**config.mk**
```make
export PLATFORM = sky130hd
export DESIGN_NAME = uart_tx_fifo_flat
export DESIGN_NICKNAME = d
export VERILOG_FILES = /design/src/rtl/uart_pkg.sv /design/src/rtl/uart_tx_fifo_if.sv /design/src/rtl/sync_fifo.sv /design/src/rtl/uart_tx_fifo.sv /design/src/flat_wrapper.sv
export SDC_FILE = /design/constraint.sdc
export NUM_CORES = 1
export LEC_CHECK = 0
export ABC_AREA = 1
export CAP_MARGIN = 20
export CORE_UTILIZATION = 50
export CTS_BUF_LIST = sky130_fd_sc_hd__clkbuf_16
export CTS_CLUSTER_DIAMETER = 30
export DETAILED_ROUTE_END_ITERATION = 8
export HOLD_SLACK_MARGIN = 0.06
export PLACE_DENSITY = 0.74
export SETUP_SLACK_MARGIN = 0.5
export SLEW_MARGIN = 20
export SYNTH_ARGS = -nofsm -noshare
export SYNTH_HDL_FRONTEND = slang
export SYNTH_SLANG_ARGS = --single-unit
```
**constraint.sdc**
```tcl
create_clock -name clk -period 3.4 [get_ports clk]
set_input_delay 0.34 -clock clk [delete_from_list [all_inputs] [get_ports clk]]
set_output_delay 0.34 -clock clk [all_outputs]
set_load 0.03 [all_outputs]
```
**src/rtl/uart_pkg.sv**
```systemverilog
// Shared definitions for the UART loopback byte buffer: widths and the
// transmit-handshake state encoding.
package uart_pkg;

    localparam int DATA_W = 8;
    localparam int ADDR_W = 4;

    typedef enum logic [1:0] {
        IDLE      = 2'd0,
        WAIT_ACK  = 2'd1,
        WAIT_DONE = 2'd2
    } tx_state_e;

endpackage

```
**src/rtl/uart_tx_fifo_if.sv**
```systemverilog
// Receiver-side capture, transmitter-side handshake and FIFO status signals
// of the loopback byte buffer. The buffer is the slave; its environment is
// the master.
interface uart_tx_fifo_if #(
    parameter int DATA_W = uart_pkg::DATA_W,
    parameter int ADDR_W = uart_pkg::ADDR_W
);

    logic              rx_done;
    logic [DATA_W-1:0] rx_data;
    logic              tx_busy;
    logic              tx_start;
    logic [DATA_W-1:0] tx_data;
    logic [ADDR_W:0]   count;
    logic              empty;
    logic              full;
    logic              overflow;
    logic              ovf_clr;

    modport master (
        output rx_done, rx_data, tx_busy, ovf_clr,
        input  tx_start, tx_data, count, empty, full, overflow
    );

    modport slave (
        input  rx_done, rx_data, tx_busy, ovf_clr,
        output tx_start, tx_data, count, empty, full, overflow
    );

endinterface

```
**src/rtl/sync_fifo.sv**
```systemverilog
// Single-clock FIFO with registered occupancy count. Full/empty come from the
// count rather than a pointer compare, so the pointers can wrap freely.
module sync_fifo #(
    parameter int DATA_W = 8,
    parameter int ADDR_W = 4
) (
    input  logic              clk,
    input  logic              rst,
    input  logic              push,
    input  logic              pop,
    input  logic [DATA_W-1:0] wdata,
    output logic [DATA_W-1:0] rdata,
    output logic [ADDR_W:0]   count,
    output logic              empty,
    output logic              full
);

    localparam int DEPTH = 2 ** ADDR_W;

    logic [DATA_W-1:0] mem [DEPTH];
    logic [ADDR_W-1:0] wr_ptr;
    logic [ADDR_W-1:0] rd_ptr;
    logic              do_push;
    logic              do_pop;

    // Full is judged on the pre-edge count, so a push into a full FIFO is
    // refused even when a pop happens in the same cycle.
    assign do_push = push && !full;
    assign do_pop  = pop && !empty;

    assign empty = (count == '0);
    assign full  = (count == (ADDR_W + 1)'(DEPTH));
    assign rdata = mem[rd_ptr];

    // Storage write; contents need no reset.
    always_ff @(posedge clk) begin
        if (do_push) begin
            mem[wr_ptr] <= wdata;
        end
    end

    // Pointer and occupancy bookkeeping.
    always_ff @(posedge clk) begin
        if (rst) begin
            wr_ptr <= '0;
            rd_ptr <= '0;
            count  <= '0;
        end else begin
            if (do_push) begin
                wr_ptr <= wr_ptr + 1'b1;
            end
            if (do_pop) begin
                rd_ptr <= rd_ptr + 1'b1;
            end
            case ({do_push, do_pop})
                2'b10:   count <= count + (ADDR_W + 1)'(1);
                2'b01:   count <= count - (ADDR_W + 1)'(1);
                default: count <= count;
            endcase
        end
    end

endmodule

```
**src/rtl/uart_tx_fifo.sv**
```systemverilog
// Byte buffer between UART receiver and transmitter. Received bytes are
// queued in a FIFO and handed to the transmitter one at a time through a
// start/busy handshake; bytes arriving while full are dropped and flagged.
//
// state     | meaning
// ----------+---------------------------------------------------------------
// IDLE      | no frame in flight; pops a byte once FIFO non-empty and tx idle
// WAIT_ACK  | tx_start pulsed on entry; waiting for tx_busy to rise
// WAIT_DONE | transmitter shifting the frame; waiting for tx_busy to fall
module uart_tx_fifo
    import uart_pkg::*;
(
    input  logic            clk,
    input  logic            rst,
    uart_tx_fifo_if.slave   bus
);

    tx_state_e         state;
    tx_state_e         state_next;
    logic              pop;
    logic              start_next;
    logic [DATA_W-1:0] fifo_rdata;
    logic [ADDR_W:0]   fifo_count;
    logic              fifo_empty;
    logic              fifo_full;
    logic              tx_start_q;
    logic [DATA_W-1:0] tx_data_q;
    logic              overflow_q;

    sync_fifo #(
        .DATA_W (DATA_W),
        .ADDR_W (ADDR_W)
    ) u_fifo (
        .clk   (clk),
        .rst   (rst),
        .push  (bus.rx_done),
        .pop   (pop),
        .wdata (bus.rx_data),
        .rdata (fifo_rdata),
        .count (fifo_count),
        .empty (fifo_empty),
        .full  (fifo_full)
    );

    assign bus.tx_start = tx_start_q;
    assign bus.tx_data  = tx_data_q;
    assign bus.count    = fifo_count;
    assign bus.empty    = fifo_empty;
    assign bus.full     = fifo_full;
    assign bus.overflow = overflow_q;

    // Next-state and pop decision for the transmit handshake.
    always_comb begin
        state_next = state;
        pop        = 1'b0;
        start_next = 1'b0;
        case (state)
            IDLE: begin
                if (!fifo_empty && !bus.tx_busy) begin
                    pop        = 1'b1;
                    start_next = 1'b1;
                    state_next = WAIT_ACK;
                end
            end
            WAIT_ACK: begin
                if (bus.tx_busy) begin
                    state_next = WAIT_DONE;
                end
            end
            WAIT_DONE: begin
                if (!bus.tx_busy) begin
                    state_next = IDLE;
                end
            end
            default: state_next = IDLE;
        endcase
    end

    // State register plus registered start pulse and held transmit byte.
    always_ff @(posedge clk) begin
        if (rst) begin
            state      <= IDLE;
            tx_start_q <= 1'b0;
            tx_data_q  <= '0;
        end else begin
            state      <= state_next;
            tx_start_q <= start_next;
            if (pop) begin
                tx_data_q <= fifo_rdata;
            end
        end
    end

    // Sticky drop flag; a drop in the same cycle as a clear keeps it set.
    always_ff @(posedge clk) begin
        if (rst) begin
            overflow_q <= 1'b0;
        end else if (bus.rx_done && fifo_full) begin
            overflow_q <= 1'b1;
        end else if (bus.ovf_clr) begin
            overflow_q <= 1'b0;
        end
    end

endmodule

```
**src/flat_wrapper.sv**
```systemverilog
// flat-port wrapper written by rule: the top's interface ports become plain ports
module uart_tx_fifo_flat import uart_pkg::*;
  (clk, rst, bus_rx_done, bus_rx_data, bus_tx_busy, bus_ovf_clr, bus_tx_start, bus_tx_data, bus_count, bus_empty, bus_full, bus_overflow);
  uart_tx_fifo_if bus_i ();
  input  logic clk;
  input  logic rst;
  input wire logic [$bits(bus_i.rx_done)-1:0] bus_rx_done;
  input wire logic [$bits(bus_i.rx_data)-1:0] bus_rx_data;
  input wire logic [$bits(bus_i.tx_busy)-1:0] bus_tx_busy;
  input wire logic [$bits(bus_i.ovf_clr)-1:0] bus_ovf_clr;
  output wire logic [$bits(bus_i.tx_start)-1:0] bus_tx_start;
  output wire logic [$bits(bus_i.tx_data)-1:0] bus_tx_data;
  output wire logic [$bits(bus_i.count)-1:0] bus_count;
  output wire logic [$bits(bus_i.empty)-1:0] bus_empty;
  output wire logic [$bits(bus_i.full)-1:0] bus_full;
  output wire logic [$bits(bus_i.overflow)-1:0] bus_overflow;
  assign bus_i.rx_done = bus_rx_done;
  assign bus_i.rx_data = bus_rx_data;
  assign bus_i.tx_busy = bus_tx_busy;
  assign bus_i.ovf_clr = bus_ovf_clr;
  assign bus_tx_start = bus_i.tx_start;
  assign bus_tx_data = bus_i.tx_data;
  assign bus_count = bus_i.count;
  assign bus_empty = bus_i.empty;
  assign bus_full = bus_i.full;
  assign bus_overflow = bus_i.overflow;
  uart_tx_fifo u_core (.clk(clk), .rst(rst), .bus(bus_i));
endmodule
```
==> results.tsv <==
metric	value	unit
detail_route.iter0.violations	377	
cts_tree	built	
coreArea	12820	um2
routed_vias_inst	5.090	
n_antenna_cell	0	
post-route-util	59.19	%
synth_edf_count	128	
power_density	723.1	nW/um2
total_power	5.489	mW
hold_path.class	reg -> reg	
worst_ir_drop_vdd	0.4332	mV
critical_path.max_fanout	19	
insertion_delay	0.42	ns
synth_fp_nets	702	
synth.area.top_cells	sky130_fd_sc_hd__edfxtp_1 57%, sky130_fd_sc_hd__nand2_1 13%, sky130_fd_sc_hd__dfxtp_1 7.5%	
synth-async-reset-ratio	0	%
max-cap-violations	0	
drt-wirelength-per-cell	15.92	um
criticalPathCategory	reg -> reg	
die-height	117.8	um
final_area	7591	um2
post-synth-top-count-cell	sky130_fd_sc_hd__nand2_1	
area_of_the_die	13870	um2
rows	41	
antenna_found_initial	0	
setup_total_neg_slack	0	ns
cts-root-to-sink-buffers	2	
cts_made_buffers	17	
dr_total_vias	4515	
holdWs	0.4620	ns
floorplan.io_pins	30	
crit_path_dat	2.77	ns
gp_routability_congestion	0.8720	
static-leakage-power	3.216	nW
cts.htree.levels	4	
yosysWarnings	0	
cp-end-kind	flop	
avgSynthCellArea	9.870	um2
nets	725	
detail_route.wirelength	14120	um
synth.cell_area	6701	um2
critPathLaunchType	flop	
period_share	73.94	%
slew_viol_final	0	
max-slew-margin-rel	32.50	%
outcome	finished clean	
post_cts.repair.setup_buffers	0	
post-synth-top-area-cell	sky130_fd_sc_hd__edfxtp_1	
seq_area_frac_synth	64.82	%
timing.clock.skew	0.01119	ns
ys_ff_latch	153	
area_growth_syn_to_layout	13.27	%
grtUsageTotal	21.71	%
grt_setup_unrepaired	no	
grt_start_max_net_pins	68	
required	3.65	ns
die_width	117.8	um
first_global_vias	4381	
grt_remaining_overflow	0	
layout_min_cycle_time	2.514	ns
postRouteAntennaNets	0	
final-setup-viol-count	0	
ctsResizeCount	0	
clockRootBuffer	sky130_fd_sc_hd__clkbuf_16	
drive_above_1_share	6.154	%
first_pass_iters	5	
synthesis.instances	679	
final-hold-violation-count	0	
clock_sink_count	153	
grt_pass1_wl	22470	um
tightestPinTransition	1.009	ns
synth_cell_type_count	32	
route.detailed.drc	0	
synth_flop_cell	sky130_fd_sc_hd__edfxtp_1	
dp_hpwl	8830	um
initial_core_util	52.25	%
post_dp_cell_area	7081	um2
buffer_ports.inserted	29	
hold_fix_buffer_count_after_cts	0	
worst_setup_hold_path_clk_slew	0.06	ns
fmax	397.8	MHz
ys_top_cells_by_count	224 x sky130_fd_sc_hd__nand2_1, 128 x sky130_fd_sc_hd__edfxtp_1, 91 x sky130_fd_sc_hd__nand3_1, 86 x sky130_fd_sc_hd__inv_1, 44 x sky130_fd_sc_hd__nor2_1	
share_of_the_synthesized_area_in_the_top_cell_type	57.36	%
## per-layer routing
layer / vias to the layer above / track usage [%] / wire (um)
li1: 2240 / - / -
met1: 2125 / 27.23 / 6020
met2: 127 / 35.66 / 7026
met3: 23 / 5.281 / 769
met4: 0 / 9.696 / 306
met5: - / 0 / 0
## metrics by stage
step	worst slack, ns	instances
after floorplan	1.040	679
after global placement	0.9059	855
after detailed placement	0.7788	855
after CTS	0.8991	887
after global routing	0.7093	887
final	0.8861	887
## area by class of cell
type                       count  area, um2
fill                        1065       5234
sequential                   153       4345
multi-input combinational    403       1837
clock buffer                  17      425.4
inverter                      93      355.3
timing repair buffer          34      327.8
tap                          172      215.2
clock inverter                15      85.08
## cells in the final DEF, fill, tap and decap left out, drive strengths merged
master         instances
nand2                227
edfxtp               128
inv                  104
nand3                 91
nor2                  45
clkdlybuf4s50         29
dfxtp                 25
clkbuf                17
ha                     9
a21oi                  9
xor2                   6
buf                    5
a211oi                 4
clkinv                 3
o21ai                  3
nand4                  2
nor3b                  2
or2                    1
nor3                   1
nor4                   1
o21bai                 1
fa                     1
bufinv                 1
## where the power goes
| group | internal [mW] | switching [mW] | total (mW) |
|---|---|---|---|
| clock | 0.970 | 0.670 | 1.64 |
| combinational | 0.521 | 1.10 | 1.62 |
| sequential | 2.15 | 0.0767 | 2.23 |
| total | 3.65 | 1.84 | 5.49 |
## logic make-up (layout without fill, tap and decap cells)
group	Yosys count	count (layout)	share of synthesized area, %
AOI/OAI and AO/OA	17	17	1.568
DFF	153	153	64.82
adders and majority gates	10	10	1.979
xor gates and xnor gates	6	6	0.7842
buffers and inverters	123	159	7.767
and+or+nand+nor	370	370	23.08
## critical path, cell delays in order (launching register included)
cell	delay, ns
sky130_fd_sc_hd__dfxtp_1	0.37
sky130_fd_sc_hd__nor2_1	0.20
sky130_fd_sc_hd__nand4_1	0.22
sky130_fd_sc_hd__nand2_4	0.19
sky130_fd_sc_hd__inv_6	0.09
sky130_fd_sc_hd__ha_1	0.28
sky130_fd_sc_hd__fa_1	0.44
sky130_fd_sc_hd__a21oi_1	0.16
sky130_fd_sc_hd__nor2_1	0.07
sky130_fd_sc_hd__o21bai_1	0.15
sky130_fd_sc_hd__nand2_1	0.08
sky130_fd_sc_hd__nand2_1	0.06
sky130_fd_sc_hd__a21oi_1	0.05
## final timing paths
path / slack, ns / startpoint / depth (start not counted) / endpoint
worst max-delay path: 0.89 / u_core.u_fifo.count[0]$_SDFFE_PP0P_ / 12 / u_core.u_fifo.count[4]$_SDFFE_PP0P_
worst min-delay path: 0.46 / u_core.bus.overflow$_SDFFE_PP0P_ / 2 / u_core.bus.overflow$_SDFFE_PP0P_
worst max register to register: 0.89 / u_core.u_fifo.count[0]$_SDFFE_PP0P_ / 12 / u_core.u_fifo.count[4]$_SDFFE_PP0P_
worst min register to register: 0.46 / u_core.bus.overflow$_SDFFE_PP0P_ / 2 / u_core.bus.overflow$_SDFFE_PP0P_
## registers in the layout, indices dropped and copies added (netlist names)
name / count
u_core.state: 2
u_core.bus.overflow: 1
u_core.bus.tx_data: 8
u_core.u_fifo.mem: 128
u_core.u_fifo.count: 5
u_core.u_fifo.wr_ptr: 4
u_core.u_fifo.rd_ptr: 4
u_core.bus.tx_start: 1
Note: power is estimated with default switching activity, not from simulation.
